[src/rtl/fig_pkg.sv]
// Shared constants for the activation / pooling stream blocks.
package fig_pkg;

  // Default signed fixed-point pixel width used across the pipeline.
  localparam int DEF_DATA_WIDTH = 16;

  // Arithmetic right shift applied to negative pixels by the leaky activation.
  localparam int LEAKY_SHIFT = 3;

endpackage

[src/rtl/act_unit.sv]
// Per-pixel activation (combinational).
// Build option: FIGAN_LEAKY_RELU_EN selects leaky ReLU (x >>> LEAKY_SHIFT for
// negative x); when undefined the activation is plain ReLU (negative -> 0).
module act_unit
  import fig_pkg::*;
#(
  parameter int DATA_WIDTH = DEF_DATA_WIDTH
) (
  input  logic signed [DATA_WIDTH-1:0] data_in,
  output logic signed [DATA_WIDTH-1:0] data_out
);

  // Pass non-negative pixels through; map negative pixels per build option.
  always_comb begin
    data_out = data_in;
    if (data_in[DATA_WIDTH-1]) begin
`ifdef FIGAN_LEAKY_RELU_EN
      data_out = data_in >>> LEAKY_SHIFT;
`else
      data_out = '0;
`endif
    end
  end

endmodule

[src/rtl/relu_maxpool2x2_stream.sv]
// Streaming activation followed by 2x2 max-pooling over a raster-order frame.
// Activation is provided by act_unit; build option FIGAN_LEAKY_RELU_EN there
// switches ReLU to leaky ReLU. Odd trailing column/row are dropped.
module relu_maxpool2x2_stream
  import fig_pkg::*;
#(
  parameter int IN_WIDTH   = 14,
  parameter int IN_HEIGHT  = 14,
  parameter int DATA_WIDTH = DEF_DATA_WIDTH
) (
  input  logic                         clk,
  input  logic                         rst,
  input  logic                         valid_in,
  input  logic signed [DATA_WIDTH-1:0] data_in,
  output logic                         valid_out,
  output logic signed [DATA_WIDTH-1:0] data_out,
  output logic                         last_out
);

  localparam int XW       = (IN_WIDTH  > 1) ? $clog2(IN_WIDTH)  : 1;
  localparam int YW       = (IN_HEIGHT > 1) ? $clog2(IN_HEIGHT) : 1;
  localparam int LB_DEPTH = (IN_WIDTH / 2 > 0) ? IN_WIDTH / 2 : 1;
  localparam int LBW      = (LB_DEPTH > 1) ? $clog2(LB_DEPTH) : 1;

  localparam logic [XW-1:0] X_MAX  = XW'(IN_WIDTH - 1);
  localparam logic [YW-1:0] Y_MAX  = YW'(IN_HEIGHT - 1);
  // Right/bottom-most pooled window ends on the last odd column/row.
  localparam logic [XW-1:0] LAST_X = XW'((IN_WIDTH  % 2 == 0) ? IN_WIDTH  - 1 : IN_WIDTH  - 2);
  localparam logic [YW-1:0] LAST_Y = YW'((IN_HEIGHT % 2 == 0) ? IN_HEIGHT - 1 : IN_HEIGHT - 2);

  logic [XW-1:0]                 x;
  logic [YW-1:0]                 y;
  logic signed [DATA_WIDTH-1:0]  hold;
  logic signed [DATA_WIDTH-1:0]  linebuf [LB_DEPTH];
  logic signed [DATA_WIDTH-1:0]  act_px;
  logic signed [DATA_WIDTH-1:0]  lb_rd;
  logic signed [DATA_WIDTH-1:0]  pair_max;
  logic signed [DATA_WIDTH-1:0]  win_max;
  logic [LBW-1:0]                lb_idx;
  logic                          x_end;
  logic                          y_end;

  act_unit #(
    .DATA_WIDTH(DATA_WIDTH)
  ) u_act (
    .data_in (data_in),
    .data_out(act_px)
  );

  // Horizontal pair maximum, line-buffer lookup and full 2x2 window maximum.
  always_comb begin
    x_end    = (x == X_MAX);
    y_end    = (y == Y_MAX);
    lb_idx   = LBW'(x >> 1);
    lb_rd    = linebuf[lb_idx];
    pair_max = (act_px > hold) ? act_px : hold;
    win_max  = (lb_rd > pair_max) ? lb_rd : pair_max;
  end

  // Column/row position of the incoming pixel; wraps at the frame end.
  always_ff @(posedge clk or posedge rst) begin
    if (rst) begin
      x <= '0;
      y <= '0;
    end else if (valid_in) begin
      if (x_end) begin
        x <= '0;
        y <= y_end ? '0 : y + 1'b1;
      end else begin
        x <= x + 1'b1;
      end
    end
  end

  // Activated left pixel of each horizontal pair.
  always_ff @(posedge clk or posedge rst) begin
    if (rst) begin
      hold <= '0;
    end else if (valid_in && !x[0]) begin
      hold <= act_px;
    end
  end

  // Upper-row pair maxima; every entry is written on an even row before the
  // following odd row reads it, so no reset is needed.
  always_ff @(posedge clk) begin
    if (valid_in && x[0] && !y[0]) begin
      linebuf[lb_idx] <= pair_max;
    end
  end

  // Registered pooled output; valid/last are single-cycle pulses, data holds.
  always_ff @(posedge clk or posedge rst) begin
    if (rst) begin
      valid_out <= 1'b0;
      last_out  <= 1'b0;
      data_out  <= '0;
    end else begin
      valid_out <= 1'b0;
      last_out  <= 1'b0;
      if (valid_in && x[0] && y[0]) begin
        valid_out <= 1'b1;
        data_out  <= win_max;
        last_out  <= (x == LAST_X) && (y == LAST_Y);
      end
    end
  end

endmodule

[config.mk]
export PLATFORM = sky130hd
export DESIGN_NAME = relu_maxpool2x2_stream
export DESIGN_NICKNAME = d
export VERILOG_FILES = /design/src/rtl/fig_pkg.sv /design/src/rtl/act_unit.sv /design/src/rtl/relu_maxpool2x2_stream.sv
export SDC_FILE = /design/constraint.sdc
export NUM_CORES = 1
export LEC_CHECK = 0
export ABC_AREA = 1
export CORE_ASPECT_RATIO = 1.1
export CORE_MARGIN = 2
export CORE_UTILIZATION = 56
export CTS_BUF_LIST = sky130_fd_sc_hd__clkbuf_4
export DETAILED_ROUTE_END_ITERATION = 12
export GPL_ROUTABILITY_DRIVEN = 0
export PLACE_DENSITY_LB_ADDON = 0.05
export SETUP_SLACK_MARGIN = 0.1
export SYNTH_ARGS = -nofsm -noshare
export SYNTH_HDL_FRONTEND = slang
export SYNTH_SLANG_ARGS = --single-unit
[constraint.sdc]
create_clock -name clk -period 2.8 [get_ports clk]
set_input_delay 0.56 -clock clk [delete_from_list [all_inputs] [get_ports clk]]
set_output_delay 0.56 -clock clk [all_outputs]
set_load 0.02 [all_outputs]
==> flow_summary.toml <==
[outcome]
status = "finished with violations"
violations = "negative setup slack"

[timing]
worst_slew_pin_slew_ps = 805
post-route-period-util_pct = 122
slew_headroom_pct = 46.1
finalHoldViolCount = 0
final-max-slew-violation-count = 0
setup_violations = 15
rsz0062_at_grt = "yes"
max_freq_ghz = 0.293
final.min_clock_period_ps = 3410
clock-skew-final_ps = 18.1
setup_ws_ps = -608

[routing]
dr.pass1.iters = 5
wirelength_um = 21600
remaining_drc_errors = 0
drt_first_iter_violations = 667
final_antenna_net_count = 0
vias = 6598
wl_per_cell_um = 18.4
via_per_inst = 5.62

[placement]
post_dp_cell_area_um2 = 8970
portBuffers = 35
dp.cells = 1101
dpl.hpwl_um = 12600

[hold_path]
holdCritPathClass = "in -> async"

[critical_path]
cp_max_fo = 7
startpoint_type = "input port"
worst-r2r-setup-slack_ps = -580
crit_required_ps = 3260
crit_path_top_delay_cell = "ha_4"
end_kind = "flop"
critPathMaxStageDelay_ps = 270
worstPathArrival_ps = 3870
path_class = "in -> reg"

[clock_network]
clk_pin_slew_ps = 120
cts.sinks = 145
cts_tree = "yes"
cts_max_path_buffers = 2
cts_root_buffer = "clkbuf_4"
cts.htree.levels = 4
cts_made_buffers = 17
clk_latency_ps = 560

[synth]
syn_nets = 871
synth_warnings = 0
synth-seq-area-share_pct = 56.6
syn_inst = 822
ys_types = 31
yosys_register_bits = 145
synth.avg_cell_area_um2 = 8.93
syn_area_um2 = 7340

[cells_and_area]
antennaDiodeCount = 0
drive_gt1_share_pct = 37.5
final_cells = 1175
syn2layout_area_growth_pct = 40.9
nNetsFinal = 1054
fin_area_um2 = 10300
nFillCells = 734

[power]
leakage_nw = 4.83
peakVddDrop_v = 0.000904
power_density_nw_per_um2 = 1240
finalPower_w = 0.0128

[global_routing]
antenna_found_initial = 0
track_usage_pct = 30.2
grt_pass1_wl_um = 32300
overflow = 0
grt_pass1_vias = 6488
grt_max_degree = 31

[floorplanning]
dieArea_um2 = 14000
rows = 43
die_w_um = 113
ios = 37
core_um2 = 12700
dieHeight_um = 124
start_util_pct = 57.8

[run]
drv_cap = 0
## repair_timing
item	in CTS	in global routing
cloned	3	0
setup endpoints to repair	15	22
pin swaps	36	56
hold endpoints to repair	0	0
resized for setup	126	68
buffers inserted	30	13
hold buffers	0	0
## critical path, delay by kind of cell
kind | cells | cell delay (ps)
adders and majority gates | 2 | 540
buffers and inverters | 10 | 1140
and+or+nand+nor | 17 | 1620
## report_power, final
| group | total (W) | switching (W) | internal [W] |
|---|---|---|---|
| combinational | 0.00834 | 0.00480 | 0.00354 |
| clock | 0.00132 | 0.000760 | 0.000562 |
| sequential | 0.00313 | 0.000232 | 0.00290 |
| total | 0.0128 | 0.00580 | 0.00700 |
## worst paths after layout
kind | startpoint | cells after the start | end
max | data_in[15] | 29 | data_out[0]
min | rst | 2 | x[3]
max reg2reg | hold[10] | 25 | data_out[0]
min reg2reg | data_out[3] | 2 | data_out[3]
max in group asynchronous | rst | 3 | data_out[14]
min in group clk | data_in[12] | 6 | hold[12]
## kinds of logic after synthesis
family                     after synthesis  synth area share, %
DFF                                    145                 56.6
xor gates and xnor gates                 2                0.239
and+or+nand+nor                        476                 27.5
buffers and inverters                  135                 8.18
adders and majority gates               30                 5.11
other                                    1               0.0511
AOI/OAI and AO/OA                       33                 2.35
## final cells by class
cell class | instances | area [um2] | share of cell area (%)
multi-input cells | 543 | 3560 | 34.4
clock inverters | 11 | 115 | 1.11
clock buffers | 21 | 158 | 1.52
repair buffers | 194 | 1760 | 17.0
well taps | 157 | 196 | 1.90
flip-flops and latches | 145 | 4150 | 40.2
inverters | 104 | 404 | 3.91
## stage by stage
step	utilization, %	hold WS [ps]	setup slack, ps	TNS [ps]
final	81.5	319	-608	-8030
after global routing	81.5	325	-661	-9100
after CTS	79.1	299	-208	-3340
after detailed placement	70.7	468	-1400	-51060
after global placement	70.7	465	-1350	-46440
after floorplan	-	476	-627	-8620
## placed cells by master, fill, tap and decap left out, types with 4 or more instances in the layout
cell type,count
nand2_1,279
buf_4,134
edfxtp_1,105
inv_1,61
nand2_2,43
dfrtp_1,40
inv_2,38
nand3_1,36
ha_4,27
nand3_2,26
nand4_1,24
clkdlybuf4s50_1,22
clkbuf_4,21
nor2_1,20
nand2_4,20
o21ai_0,19
buf_6,13
buf_12,9
dlygate4sd2_1,8
a21oi_2,6
nand3_4,6
a21oi_1,5
nand2_8,4
inv_4,4
dlymetal6s2s_1,4
## registers in the layout, indices dropped and copies added (netlist names)
signal     flops
hold          15
y              4
x              4
valid_out      1
linebuf      105
data_out      15
last_out       1
## synth_stat cells, drive strengths merged
cell type    n  area share, %
ha          30            5.1
o21ai       19            1.3
edfxtp     105             43
a21oi       12           0.82
buf         24            2.4
conb         1          0.051
inv        104            5.3
nand4       24            2.0
xor2         2           0.24
dfrtp       40             14
nand2      345             18
nand3b       2           0.26
o31ai        1           0.10
nor4         5           0.51
and3         1          0.085
nor3         6           0.70
nor2        25            1.3
clkbuf       7           0.49
nand3       68            4.6
o32a         1           0.14
## routing by layer
layer / up-vias / track usage (%) / wire length [um] / share of wire, %
met5: - / 0 / 0 / 0
met4: 0 / 14.2 / 934 / 4.3
met2: 327 / 53.9 / 11100 / 51
li1: 3046 / - / - / -
met3: 86 / 4.72 / 1320 / 6.1
met1: 3139 / 36.3 / 8310 / 38
No activity file was read; power rests on OpenSTA's default activity.
